==> src/rtl/instr_fetch_unit.sv <==
// -----------------------------------------------------------------------------
// instr_fetch_unit
//   Runs the instruction-memory read handshake for each fetch request, holds
//   the returned word in a fetch buffer (fbuf) and loads the IR, sign-extended
//   immediate and jump-concat registers under the control FSM's write strobes.
//
// Configuration macro: FETCH_TIMEOUT_EN
//   defined   : a 4-bit wait counter bounds WAIT to TIMEOUT cycles; on expiry the
//               unit enters the terminal ERR state and raises sticky fetch_err.
//   undefined : WAIT persists until mem_ack, ERR is unreachable, fetch_err = 0.
//
// Ports
//   clk, reset_n         clock, synchronous active-low reset
//   pc                   address of the instruction to fetch
//   fetch_req            single-cycle fetch request
//   IR_WE/SE_WE/CONCAT_WE  load IR / se_imm / concat from fbuf
//   mem_rdata, mem_ack   memory read data and completion
//   mem_addr, mem_rd     registered read address and strobe
//   instr, IR_ALU_OP     opcode and funct, combinational from fbuf
//   rs, rt, rd           register fields from IR
//   se_imm, concat       immediate and jump-target registers
//   ir_valid             fbuf holds a word fetched since reset
//   fetch_busy           high while waiting for memory
//   fetch_err            sticky timeout flag
// -----------------------------------------------------------------------------
module instr_fetch_unit #(
    parameter int unsigned TIMEOUT    = 15,
    parameter logic [31:0] RESET_WORD = 32'h0000_0000
) (
    input  logic        clk,
    input  logic        reset_n,
    input  logic [31:0] pc,
    input  logic        fetch_req,
    input  logic        IR_WE,
    input  logic        SE_WE,
    input  logic        CONCAT_WE,
    input  logic [31:0] mem_rdata,
    input  logic        mem_ack,
    output logic [31:0] mem_addr,
    output logic        mem_rd,
    output logic [5:0]  instr,
    output logic [5:0]  IR_ALU_OP,
    output logic [4:0]  rs,
    output logic [4:0]  rt,
    output logic [4:0]  rd,
    output logic [31:0] se_imm,
    output logic [31:0] concat,
    output logic        ir_valid,
    output logic        fetch_busy,
    output logic        fetch_err
);

    typedef enum logic [1:0] {StIdle, StWait, StErr} state_e;

    state_e      state_q, state_d;
    logic [31:0] fbuf_q, fbuf_d;
    logic [31:0] ir_q, ir_d;
    logic [31:0] se_imm_q, se_imm_d;
    logic [31:0] concat_q, concat_d;
    logic [31:0] mem_addr_q, mem_addr_d;
    logic        mem_rd_q, mem_rd_d;
    logic        ir_valid_q, ir_valid_d;

`ifdef FETCH_TIMEOUT_EN
    localparam logic [3:0] TimeoutLast = 4'(TIMEOUT - 1);
    logic [3:0] cnt_q, cnt_d;
    logic       fetch_err_q, fetch_err_d;
`else
    logic unused_timeout;
    assign unused_timeout = ^TIMEOUT;
`endif

    always_comb begin
        state_d    = state_q;
        fbuf_d     = fbuf_q;
        ir_d       = ir_q;
        se_imm_d   = se_imm_q;
        concat_d   = concat_q;
        mem_addr_d = mem_addr_q;
        mem_rd_d   = mem_rd_q;
        ir_valid_d = ir_valid_q;
`ifdef FETCH_TIMEOUT_EN
        cnt_d       = cnt_q;
        fetch_err_d = fetch_err_q;
`endif

        // Strobes sample the current fbuf, so a load coinciding with a capture
        // sees the previous word.
        if (IR_WE)     ir_d     = fbuf_q;
        if (SE_WE)     se_imm_d = {{16{fbuf_q[15]}}, fbuf_q[15:0]};
        if (CONCAT_WE) concat_d = {pc[31:28], fbuf_q[25:0], 2'b00};

        unique case (state_q)
            StIdle: begin
                if (fetch_req) begin
                    mem_addr_d = pc;
                    mem_rd_d   = 1'b1;
                    state_d    = StWait;
`ifdef FETCH_TIMEOUT_EN
                    cnt_d      = 4'd0;
`endif
                end
            end
            StWait: begin
                // Ack wins over a timeout in the same cycle.
                if (mem_ack) begin
                    fbuf_d     = mem_rdata;
                    ir_valid_d = 1'b1;
                    mem_rd_d   = 1'b0;
                    state_d    = StIdle;
                end
`ifdef FETCH_TIMEOUT_EN
                else if (cnt_q == TimeoutLast) begin
                    mem_rd_d    = 1'b0;
                    fetch_err_d = 1'b1;
                    state_d     = StErr;
                end else begin
                    cnt_d = cnt_q + 4'd1;
                end
`endif
            end
            StErr: begin
                mem_rd_d = 1'b0;
            end
            default: begin
                state_d  = StIdle;
                mem_rd_d = 1'b0;
            end
        endcase
    end

    always_ff @(posedge clk) begin
        if (!reset_n) begin
            state_q    <= StIdle;
            fbuf_q     <= RESET_WORD;
            ir_q       <= RESET_WORD;
            se_imm_q   <= 32'h0;
            concat_q   <= 32'h0;
            mem_addr_q <= 32'h0;
            mem_rd_q   <= 1'b0;
            ir_valid_q <= 1'b0;
`ifdef FETCH_TIMEOUT_EN
            cnt_q       <= 4'd0;
            fetch_err_q <= 1'b0;
`endif
        end else begin
            state_q    <= state_d;
            fbuf_q     <= fbuf_d;
            ir_q       <= ir_d;
            se_imm_q   <= se_imm_d;
            concat_q   <= concat_d;
            mem_addr_q <= mem_addr_d;
            mem_rd_q   <= mem_rd_d;
            ir_valid_q <= ir_valid_d;
`ifdef FETCH_TIMEOUT_EN
            cnt_q       <= cnt_d;
            fetch_err_q <= fetch_err_d;
`endif
        end
    end

`ifdef FETCH_TIMEOUT_EN
    assign fetch_err = fetch_err_q;
`else
    assign fetch_err = 1'b0;
`endif

    // Opcode/funct come straight from fbuf so the FSM can decode before IR_WE.
    assign instr      = fbuf_q[31:26];
    assign IR_ALU_OP  = fbuf_q[5:0];
    assign rs         = ir_q[25:21];
    assign rt         = ir_q[20:16];
    assign rd         = ir_q[15:11];
    assign se_imm     = se_imm_q;
    assign concat     = concat_q;
    assign mem_addr   = mem_addr_q;
    assign mem_rd     = mem_rd_q;
    assign ir_valid   = ir_valid_q;
    assign fetch_busy = (state_q == StWait);

    logic unused_ir;
    assign unused_ir = ^{ir_q[31:26], ir_q[10:0]};

endmodule
==> config.mk <==
export PLATFORM = sky130hd
export DESIGN_NAME = instr_fetch_unit
export DESIGN_NICKNAME = d
export VERILOG_FILES = /design/src/rtl/instr_fetch_unit.sv
export SDC_FILE = /design/constraint.sdc
export NUM_CORES = 1
export LEC_CHECK = 0
export ABC_AREA = 1
export BUFFER_PORTS_ARGS = -buffer_cell sky130_fd_sc_hd__buf_2
export CAP_MARGIN = 20
export CORE_MARGIN = 2
export CORE_UTILIZATION = 45
export DETAILED_ROUTE_END_ITERATION = 8
export MAX_ROUTING_LAYER = met4
export PLACE_DENSITY = 0.87
export SLEW_MARGIN = 0
export SYNTH_ARGS = -nofsm -noshare
export SYNTH_HDL_FRONTEND = slang
export SYNTH_SLANG_ARGS = --single-unit
export TNS_END_PERCENT = 5
==> constraint.sdc <==
create_clock -name clk -period 1 [get_ports clk]
set_input_delay 0.2 -clock clk [delete_from_list [all_inputs] [get_ports clk]]
set_output_delay 0.2 -clock clk [all_outputs]
set_load 0.05 [all_outputs]
==> out/qor.csv, run 1 <==
stage;metric;value;unit
clocking;cts-root-buf;clkbuf_8;
worst_hold_path;holdPathStages;3;
worst_hold_path;hold_path.class;primary input to register;
run;max_cap_viol_count;0;
setup_path;r2r_cells;4;
drt;viasPerCell;5.387;
setup_path;worst_path_largest_cell_delay;0.37;ns
yosys;synth_xor_xnor_area_share;0;
placed_design;place_hpwl;8705;microns
pwr;cellPowerDensity;1833;mW/mm^2
clocking;clkLatencyLatePin;0.53;ns
sta;setup_viol;176;
layout;drive_above_1_share;0.4274;
yosys;synth-warning-count;0;
sta;relSlewSlack;0.6586;
yosys;synthDistinctLibCells;18;
yosys;syn_inst;640;
setup_path;critPathSlowestCell;dfxtp_4;
yosys;synth-simple-area-share;0.2175;
yosys;synthMuxAreaShare;0;
clocking;cts_tree;done;
yosys;syn_avg_cell_area;7.783;sq um
sta;fin_setup_tns;-35.88;ns
floorplan;die_x;109.2;microns
sta;worst_slack;-0.4017;ns
clocking;clk_path_buf_depth;2;
placed_design;io_buffers;194;
drt;drt-initial-drc-count;530;
sta;min_period;1.402;ns
sta;slew_viol_final;0;
drt;wl_per_cell;18.94;microns
outcome;status;finished with violations;
placed_design;pre_cts_ws;-0.04956;ns
pwr;p_leak;3.816;nW
drt;vias;5468;
pwr;ir_worst_vdd;1.221;mV
sta;fmax;713.4;MHz
grt;overflow;0;
floorplan;die_h;109.2;microns
yosys;netlist_area;0.004981;sq mm
sta;min_period_over_period;1.402;
layout;syn2layout_area_growth;71.89;%
layout;nFillCells;598;
floorplan;io_pins;198;
yosys;synth_top_family_by_area;simple AND/OR/NAND/NOR gates;
setup_path;path_class;register to output port;
drt;drc;0;
drt;drtPass1Iterations;8;
pwr;power;0.01569;W
layout;fin_util;0.7898;
setup_path;cp-start-kind;register;
floorplan;dieArea;0.01193;sq mm
placed_design;globalplace.congestion;0.8852;
clocking;htree_levels;4;
grt;grt_max_degree;35;
layout;stdcell_count;1015;
layout;final_common_cell;nor2_1;
setup_path;worstPathMaxFanout;9;
sta;hold_violations;0;
sta;tightest_slew;0.5116;ns
setup_path;cp-end-kind;output port;
clocking;cts_inserted_buffers;17;
layout;nNetsFinal;933;
yosys;ys_ff_latch;127;
setup_path;crit_required;0.80;ns
drt;wl;19230;microns
setup_path;worstPathArrival;1.20;ns
grt;grt_usage;0.3018;
floorplan;rows;38;
setup_path;crit_path_cell_trace;buf_12, buf_6;
floorplan;core-area;0.01084;sq mm
yosys;synth_fa_ha_area_frac;0;
yosys;synth_compound_area_frac;0.1236;
grt;grt_pass1_vias;5258;
clocking;clk_pin_slew;0.06;ns
grt;grt_pass1_wl;26720;microns
drt;ant_nets;0;
placed_design;dp_cells;916;
outcome;violations;negative setup slack;
layout;diodes;0;
grt;antenna_found_initial;0;
sta;finClkSkew;0.01346;ns
yosys;seq_area_frac_synth;0.5104;
clocking;cts_sinks;127;
layout;final_cell_mix;nor2_1 (130), buf_8 (108), dfxtp_2 (100);
sta;rsz0062_at_grt;true;
floorplan;initial_core_util;0.4595;
registers in the layout (all words and copies together), names as in the netlist:
name / flops
mem_rd: 1
ir_valid: 1
ir_q: 15
concat: 30
mem_addr: 32
fbuf_q: 32
se_imm: 16
stage by stage:
| stage | hold slack (ns) | cell area, sq um |
|---|---|---|
| floorplan | 0.3470 | 4996 |
| global placement | 0.4374 | 5829 |
| detailed placement | 0.4418 | 5829 |
| CTS | 0.005362 | 8383 |
| global route | 0.05408 | 8562 |
| finish | 0.05444 | 8562 |
where the power goes:
| part | leakage (nW) | total, W | switching (W) | internal [W] |
|---|---|---|---|---|
| Sequential | 1.09 | 0.00571 | 0.000297 | 0.00542 |
| Clock | 0.294 | 0.00649 | 0.00238 | 0.00411 |
| Combinational | 2.44 | 0.00349 | 0.00208 | 0.00141 |
critical path: cells and delay by family, from the launching register on:
kind,cells,cell delay [ns]
DFF,1,0.37
buffers and inverters,2,0.31
cell usage after synthesis:
| master | number | area (sq um) |
|---|---|---|
| buf_2 | 16 | 80.08 |
| conb_1 | 1 | 3.750 |
| a21oi_1 | 62 | 310.3 |
| nor2_1 | 130 | 488.0 |
| nor2_8 | 1 | 20.02 |
| inv_1 | 47 | 176.4 |
| buf_4 | 48 | 360.4 |
| dfxtp_1 | 127 | 2542 |
| clkbuf_1 | 2 | 7.510 |
| o21ai_1 | 5 | 25.02 |
| nand2_4 | 1 | 11.26 |
| clkbuf_2 | 2 | 10.01 |
| buf_6 | 7 | 78.83 |
| o21ai_0 | 56 | 280.3 |
| nand2_1 | 65 | 244.0 |
| buf_1 | 3 | 11.26 |
| inv_2 | 3 | 11.26 |
| nand3_1 | 64 | 320.3 |
cell type report:
type,instances,area [sq um],share of cell area
clock buffer,18,427.9,0.04998
clock inverter,14,188.9,0.02207
inverter,50,187.7,0.02192
multi-input combinational,387,1775,0.2074
sequential,127,2694,0.3146
tap,140,175.2,0.02046
timing repair buffer,279,3113,0.3636
layer usage:
metal	up-vias	track usage	share of wire	wire length [microns]
li1	2449	-	-	-
met1	2544	0.3146	0.35	6751
met2	377	0.5138	0.51	9711
met3	98	0.08249	0.088	1693
met4	0	0.1709	0.056	1068
met5	-	-	0	0
worst paths after layout:
check / startpoint / endpoint / slack (ns)
hold / removal: IR_WE / ir_q[17]$_SDFFE_PN0P_ / 0.05
hold reg to reg: fbuf_q[20]$_SDFFE_PN0P_ / fbuf_q[20]$_SDFFE_PN0P_ / 0.46
setup / recovery: se_imm[15]$_SDFFE_PN0P_ / se_imm[18] / -0.40
setup reg to reg: mem_rd$_SDFFE_PN0P_ / mem_addr[20]$_SDFFE_PN0P_ / -0.24
timing repair:
action / in CTS / in global routing
cloned: 0 / 0
hold endpoints to repair: 66 / 0
setup buffers: 3 / 0
gates resized for setup: 446 / 48
hold buffers: 64 / 0
pin swaps: 14 / 9
endpoints found under the setup margin: 189 / 190
logic make-up after synthesis:
kind of cell	after synthesis
and+or+nand+nor	261
AOI/OAI and AO/OA	123
other	1
buffers and inverters	128
DFF	127
Note: power is estimated with default switching activity, not from simulation.
==> inputs of run 2 (changes only) <==
--- a/config.mk
+++ b/config.mk
@@ -6,7 +6,7 @@
 export NUM_CORES = 1
 export LEC_CHECK = 0
 export ABC_AREA = 1
-export BUFFER_PORTS_ARGS = -buffer_cell sky130_fd_sc_hd__buf_2
+export BUFFER_PORTS_ARGS = -buffer_cell sky130_fd_sc_hd__clkbuf_2
 export CAP_MARGIN = 20
 export CORE_MARGIN = 2
 export CORE_UTILIZATION = 45
==> run 2 against run 1 <==
The flow still finishes with violations (negative setup slack). Routed wire length up 8.8%. Sequential power about the same. Clock skew down 0.0019 ns. Power down 1.2%. Hold slack worse by 0.039 ns. Register-to-register slack worse by 0.12 ns. Combinational power up 7.4%. Fmax down 1.5%. Via count up 2.5%. Critical path type unchanged. Largest cell class unchanged. Largest power group unchanged. Highest routed layer unchanged.
==> out/qor.csv, run 2 (synthesis gave the netlist of run 1 again) <==
stage;metric;value;unit;change
drt;drtPass1Iterations;8;;unchanged
floorplan;die_x;109.2;microns;unchanged
pwr;p_sw;0.004950;W;was 0.004755 W
layout;stdcell_count;1012;;was 1015
layout;final_cell_mix;nor2_1 (130), dfxtp_2 (96), clkbuf_2 (69);;was nor2_1 (130), buf_8 (108), dfxtp_2 (100)
layout;nNetsFinal;931;;was 933
sta;slew_viol_final;0;;unchanged
setup_path;worstPathMaxFanout;9;;unchanged
grt;grt_pass1_vias;5703;;was 5258
placed_design;place_hpwl;8775;microns;was 8705 microns
placed_design;io_buffers;194;;unchanged
sta;hold_violations;0;;unchanged
floorplan;initial_core_util;0.4595;;unchanged
floorplan;die_h;109.2;microns;unchanged
clocking;clk_path_buf_depth;2;;unchanged
grt;overflow;0;;unchanged
layout;syn2layout_area_growth;81.51;%;was 71.89%
grt;grt_pass1_wl;29260;microns;was 26720 microns
sta;setup_viol;179;;was 176
floorplan;rows;38;;unchanged
pwr;power_frac_comb;0.242;;was 0.223
grt;antenna_found_initial;0;;unchanged
outcome;violations;negative setup slack;;unchanged
setup_path;cp-start-kind;register;;unchanged
sta;tightest_slew;0.4993;ns;was 0.5116 ns
clocking;cts-root-buf;clkbuf_8;;unchanged
pwr;cellPowerDensity;1714;mW/mm^2;was 1833 mW/mm^2
sta;fin_setup_tns;-39.93;ns;was -35.88 ns
setup_path;crit_required;0.80;ns;about the same
sta;relSlewSlack;0.6668;;was 0.6586
pwr;ir_worst_vdd;1.698;mV;was 1.221 mV
clocking;htree_levels;4;;unchanged
layout;nFillCells;512;;was 598
pwr;p_clk_frac;0.388;;was 0.413
sta;min_period_over_period;1.423;;was 1.402
clocking;cts_sinks;127;;unchanged
sta;min_period;1.423;ns;was 1.402 ns
drt;viasPerCell;5.537;;was 5.387
clocking;cts_tree;done;;unchanged
worst_hold_path;hold_path.class;primary input to register;;unchanged
setup_path;path_class;register to output port;;unchanged
clocking;clk_pin_slew;0.06;ns;about the same
placed_design;dp_cells;921;;was 916
grt;grt_max_degree;50;;was 35
pwr;p_int;0.01055;W;was 0.01094 W
floorplan;core-area;0.01084;sq mm;unchanged
drt;drt-initial-drc-count;625;;was 530
drt;ant_nets;0;;unchanged
sta;finClkSkew;0.01151;ns;was 0.01346 ns
layout;drive_above_1_share;0.4404;;was 0.4274
layout;diodes;0;;unchanged
setup_path;worstPathArrival;1.22;ns;was 1.20 ns
layout;final_common_cell;nor2_1;;unchanged
drt;drc;0;;unchanged
floorplan;io_pins;198;;unchanged
run;max_cap_viol_count;0;;unchanged
worst_hold_path;holdPathStages;3;;unchanged
pwr;p_leak;4.004;nW;was 3.816 nW
sta;fmax;702.7;MHz;was 713.4 MHz
clocking;clkLatencyLatePin;0.53;ns;about the same
pwr;swShare;0.3194;;was 0.3031
floorplan;dieArea;0.01193;sq mm;unchanged
drt;wl;20930;microns;was 19230 microns
setup_path;r2r_cells;4;;unchanged
drt;vias;5603;;was 5468
drt;wl_per_cell;20.68;microns;was 18.94 microns
sta;rsz0062_at_grt;true;;unchanged
sta;worst_slack;-0.4232;ns;was -0.4017 ns
setup_path;cp-end-kind;output port;;unchanged
pwr;seq_power_share;0.370;;was 0.364
placed_design;globalplace.congestion;0.8583;;was 0.8852
outcome;status;finished with violations;;unchanged
clocking;cts_inserted_buffers;17;;unchanged
grt;grt_usage;0.3322;;was 0.3018
setup_path;reg2reg_slack;-0.36;ns;was -0.24 ns
run 2: changes by cell type in the layout (fill, tap and decap cells not counted), sizes merged:
cell	before	now
inv	52	53
buf	215	92
bufinv	4	2
clkinv	4	5
dlygate4sd3	64	57
clkbuf	18	145
run 2: cell type report:
type | count | area (sq um) | share of cell area
clock buffers | 17 | 414.1 | 0.04581
clock inverters | 14 | 142.6 | 0.01578
inverters | 50 | 187.7 | 0.02076
multi-input cells | 387 | 1800 | 0.1991
flip-flops and latches | 127 | 2704 | 0.2991
well taps | 140 | 175.2 | 0.01937
repair buffers | 277 | 3617 | 0.4001
run 2: worst max-delay path, stage by stage (launching register included):
cell and delay (ns):
dfxtp_4 0.37, buf_12 0.14, clkbuf_8 0.19
run 2: repair_timing:
item / 4_1_cts / 5_1_grt
buffers inserted: 3 / 0
gates resized for setup: 415 / 92
pin swaps: 7 / 15
setup endpoints to repair: 188 / 189
hold endpoints to repair: 58 / 0
hold buffers: 57 / 0
run 2: through the flow:
step / area (sq um) / setup slack [ns] / hold slack, ns / utilization / total power [W]
global placement: 5857 / -0.008638 / 0.4399 / 0.5403 / 0.008095
CTS: 8861 / -0.4222 / 0.002064 / 0.8174 / 0.01498
global route: 9041 / -0.4543 / 0.009853 / 0.8340 / 0.01590
finish: 9041 / -0.4232 / 0.01496 / 0.8340 / 0.01550
detailed placement: 5857 / -0.05646 / 0.4515 / 0.5403 / 0.008123
floorplan: 4996 / -0.05781 / 0.3470 / - / 0.007563
run 2: power by group through the flow:
stage | Sequential, W | Clock [W] | Combinational, W
2_1_floorplan | 0.00649 | 0 | 0.00107
3_5_place_dp | 0.00566 | 0 | 0.00247
4_1_cts | 0.00565 | 0.00591 | 0.00342
3_3_place_gp | 0.00565 | 0 | 0.00245
5_1_grt | 0.00575 | 0.00626 | 0.00389
6_report | 0.00573 | 0.00602 | 0.00375
run 2: layer usage:
metal	track usage	wire length, microns
met5	-	0
met2	0.5657	10500
met1	0.3284	7260
met4	0.2016	1341
met3	0.1100	1819
run 2: final timing paths:
kind	start	to
worst max-delay path	se_imm[15]$_SDFFE_PN0P_	se_imm[16]
worst min register to register	fbuf_q[23]$_SDFFE_PN0P_	fbuf_q[23]$_SDFFE_PN0P_
worst min-delay path	fetch_req	mem_rd$_SDFFE_PN0P_
worst max register to register	mem_rd$_SDFFE_PN0P_	mem_addr[14]$_SDFFE_PN0P_
==> inputs of run 3 (changes only) <==
--- a/config.mk
+++ b/config.mk
@@ -5,11 +5,11 @@
 export SDC_FILE = /design/constraint.sdc
 export NUM_CORES = 1
 export LEC_CHECK = 0
-export ABC_AREA = 1
 export BUFFER_PORTS_ARGS = -buffer_cell sky130_fd_sc_hd__clkbuf_2
 export CAP_MARGIN = 20
 export CORE_MARGIN = 2
 export CORE_UTILIZATION = 45
+export CTS_BUF_LIST = sky130_fd_sc_hd__clkbuf_8
 export DETAILED_ROUTE_END_ITERATION = 8
 export MAX_ROUTING_LAYER = met4
 export PLACE_DENSITY = 0.87
==> run 3 against run 2 <==
The run still ends with negative setup slack left. Synthesized area grew 2.8%. Via count down 13%. Die area up 2.7%. Global-route usage down 2.2 points. Routed wire length down 6.9%. Clock skew is 0.0024 ns higher. Clock power shrank 27%. Largest power group is now sequential cells.
==> out/qor.csv, run 3 <==
stage;metric;value;unit;change
setup_path;crit_required;0.80;ns;about the same
layout;nNetsFinal;821;;was 931
floorplan;dieArea;0.01225;sq mm;was 0.01193 sq mm
setup_path;r2r_cells;4;;unchanged
placed_design;place_hpwl;8370;microns;was 8775 microns
pwr;ir_worst_vdd;0.9030;mV;was 1.698 mV
drt;wl;19490;microns;was 20930 microns
layout;final_cell_mix;nand2_1 (96), dfxtp_2 (93), mux2i_1 (89);;was nor2_1 (130), dfxtp_2 (96), clkbuf_2 (69)
drt;viasPerCell;5.383;;was 5.537
clocking;clk_path_buf_depth;2;;unchanged
yosys;synthArstFlopShare;0;;unchanged
drt;drc;0;;unchanged
worst_hold_path;holdPathEnd;mem_rd$_SDFFE_PN0P_;;unchanged
yosys;synth_area_leaders;dfxtp_1 (50%), mux2i_1 (18%), nor2b_1 (7.6%);;was dfxtp_1 (51%), nor2_1 (9.8%), buf_4 (7.2%)
floorplan;die_h;110.7;microns;was 109.2 microns
yosys;synth-warning-count;0;;unchanged
drt;drt-initial-drc-count;333;;was 625
worst_hold_path;holdCritStartpoint;fetch_req;;unchanged
yosys;synthDistinctLibCells;16;;was 18
placed_design;io_buffers;194;;unchanged
setup_path;reg2reg_to;mem_addr[23]$_SDFFE_PN0P_;;was mem_addr[14]$_SDFFE_PN0P_
yosys;synth_edf_count;0;;unchanged
yosys;seq_area_frac_synth;0.4963;;was 0.5104
layout;drive_above_1_share;0.4875;;was 0.4404
placed_design;pre_cts_ws;-0.03148;ns;was -0.05646 ns
yosys;syn_avg_cell_area;9.776;sq um;was 7.783 sq um
placed_design;globalplace.congestion;0.7641;;was 0.8583
worst_hold_path;hold_path.class;primary input to register;;unchanged
drt;top_layer;met4;;unchanged
layout;syn2layout_area_growth;78.14;%;was 81.51%
setup_path;crit_path_cell_trace;buf_12, clkbuf_16;;was buf_12, clkbuf_8
sta;slew_viol_final;0;;unchanged
sta;min_period_over_period;1.341;;was 1.423
clocking;htree_levels;4;;unchanged
clocking;cts_inserted_buffers;17;;unchanged
yosys;synth_area_leader_cell;dfxtp_1;;unchanged
floorplan;rows;38;;unchanged
pwr;p_leak;3.928;nW;was 4.004 nW
clocking;clk_pin_slew;0.07;ns;was 0.06 ns
layout;fin_util;0.8308;;was 0.8340
setup_path;cp-start-kind;register;;unchanged
setup_path;worstPathArrival;1.14;ns;was 1.22 ns
drt;drtPass1Iterations;5;;was 8
setup_path;reg2reg_slack;-0.28;ns;was -0.36 ns
layout;final_design_area_no_fill;0.009125;sq mm;was 0.009041 sq mm
sta;setup_viol;184;;was 179
grt;overflow;0;;unchanged
drt;wl_met2;10070;microns;was 10500 microns
yosys;synth_common_cells;dfxtp_1 (127), nand2_1 (96), mux2i_1 (93), nor2b_1 (62), buf_4 (41);;was nor2_1 (130), dfxtp_1 (127), nand2_1 (65), nand3_1 (64), a21oi_1 (62)
floorplan;io_pins;198;;unchanged
setup_path;cp-end-kind;output port;;unchanged
placed_design;dpl_cell_area;0.006152;sq mm;was 0.005857 sq mm
setup_path;path_class;register to output port;;unchanged
setup_path;r2r-start;mem_rd$_SDFFE_PN0P_;;unchanged
yosys;synth-main-ff-cell;dfxtp_1;;unchanged
outcome;status;finished with violations;;unchanged
yosys;netlist.area_leader.share;0.4963;;was 0.5104
clocking;cts_tree;done;;unchanged
floorplan;core-area;0.01098;sq mm;was 0.01084 sq mm
yosys;ys_ff_latch;127;;unchanged
pwr;cellPowerDensity;1381;mW/mm^2;was 1714 mW/mm^2
layout;final_common_cell;nand2_1;;was nor2_1
grt;grt_usage;0.3101;;was 0.3322
grt;grt_max_degree;43;;was 50
drt;ant_nets;0;;unchanged
clocking;clkLatencyLatePin;0.45;ns;was 0.53 ns
sta;finClkSkew;0.01395;ns;was 0.01151 ns
outcome;violations;negative setup slack;;unchanged
worst_hold_path;holdPathStages;3;;unchanged
clocking;cts_sinks;127;;unchanged
sta;fmax;745.8;MHz;was 702.7 MHz
sta;min_period;1.341;ns;was 1.423 ns
layout;diodes;0;;unchanged
yosys;synth.most_common_cell;dfxtp_1;;was nor2_1
grt;grt_pass1_wl;29070;microns;was 29260 microns
grt;grt_pass1_vias;5201;;was 5703
drt;wl_met1;7220;microns;was 7260 microns
sta;worst_slack;-0.3408;ns;was -0.4232 ns
grt;antenna_found_initial;0;;unchanged
drt;vias;4850;;was 5603
yosys;netlist_area;0.005122;sq mm;was 0.004981 sq mm
floorplan;die_x;110.7;microns;was 109.2 microns
drt;wl_per_cell;21.63;microns;was 20.68 microns
floorplan;initial_core_util;0.4664;;was 0.4595
clocking;cts-root-buf;clkbuf_8;;unchanged
sta;hold_violations;0;;unchanged
run;max_cap_viol_count;0;;unchanged
setup_path;worstPathMaxFanout;9;;unchanged
drt;route.met3.wl;1438;microns;was 1819 microns
setup_path;critPathSlowestCell;dfxtp_4;;unchanged
yosys;syn_inst;524;;was 640
sta;rsz0062_at_grt;true;;unchanged
setup_path;worst_path_largest_cell_delay;0.37;ns;about the same
==> run 3: logic make-up after synthesis <==
family / count (synthesis) / synth area share
AOI/OAI and AO/OA: 34 / 0.03371
buffers and inverters: 77 / 0.1004
DFF: 127 / 0.4963
muxes: 93 / 0.1817
other: 1 / 0.0007321
and+or+nand+nor: 192 / 0.1871
==> run 3: what timing repair did <==
| action | 4_1_cts | 5_1_grt |
|---|---|---|
| gates resized for setup | 409 | 96 |
| buffers inserted | 3 | 0 |
| gates cloned | 0 | 0 |
| pin swaps | 22 | 2 |
| setup endpoints to repair | 151 | 186 |
| hold endpoints to repair | 59 | 0 |
| hold buffers | 59 | 0 |
==> run 3: stage by stage <==
step	TNS, ns	power (W)	std cells	hold slack (ns)
2_1_floorplan	-7.835	0.006815	526	0.3421
3_3_place_gp	0	0.007294	809	0.4293
3_5_place_dp	-0.1599	0.007315	809	0.4380
4_1_cts	-29.45	0.01236	901	0.00004330
5_1_grt	-35.35	0.01298	901	0.03056
6_report	-28.48	0.01261	901	0.02960
==> run 3: metal layers <==
layer / up-vias / global-route usage
met5: - / -
met2: 282 / 0.5411
li1: 2164 / -
met1: 2332 / 0.3326
met4: 0 / 0.1217
met3: 72 / 0.08912
==> run 3: power breakdown <==
part	internal [W]	leakage, nW	switching [W]
registers	0.00527	1.09	0.000234
clock network	0.00241	0.209	0.00201
logic	0.00128	2.63	0.00140
total	0.00896	3.93	0.00364
==> run 3: how the worst max path moves through the flow <==
| stage | cells past startpoint | startpoint | to | slack, ns |
|---|---|---|---|---|
| 5_1_grt | 2 | se_imm[15]$_SDFFE_PN0P_ | se_imm[19] | -0.38 |
| 6_report | 2 | se_imm[15]$_SDFFE_PN0P_ | se_imm[29] | -0.34 |
| 3_3_place_gp | 3 | mem_rd$_SDFFE_PN0P_ | mem_addr[19]$_SDFFE_PN0P_ | 0.02 |
| 3_5_place_dp | 3 | mem_rd$_SDFFE_PN0P_ | mem_addr[14]$_SDFFE_PN0P_ | -0.03 |
| 4_1_cts | 2 | se_imm[15]$_SDFFE_PN0P_ | se_imm[24] | -0.35 |
| 2_1_floorplan | 5 | mem_rd$_SDFFE_PN0P_ | mem_addr[10]$_SDFFE_PN0P_ | -0.17 |
==> run 3: critical path, delay by kind of cell, from the launching register on <==
family	cells	cell delay, ns
buf+inv	2	0.32
flops	1	0.37
==> run 3: area by class of cell <==
class	count	area [sq um]
flip-flops and latches	127	2711
well taps	140	175.2
clock inverters	9	92.59
multi-input cells	322	2125
clock buffers	21	289.0
fillers	525	1858
repair buffers	282	3732
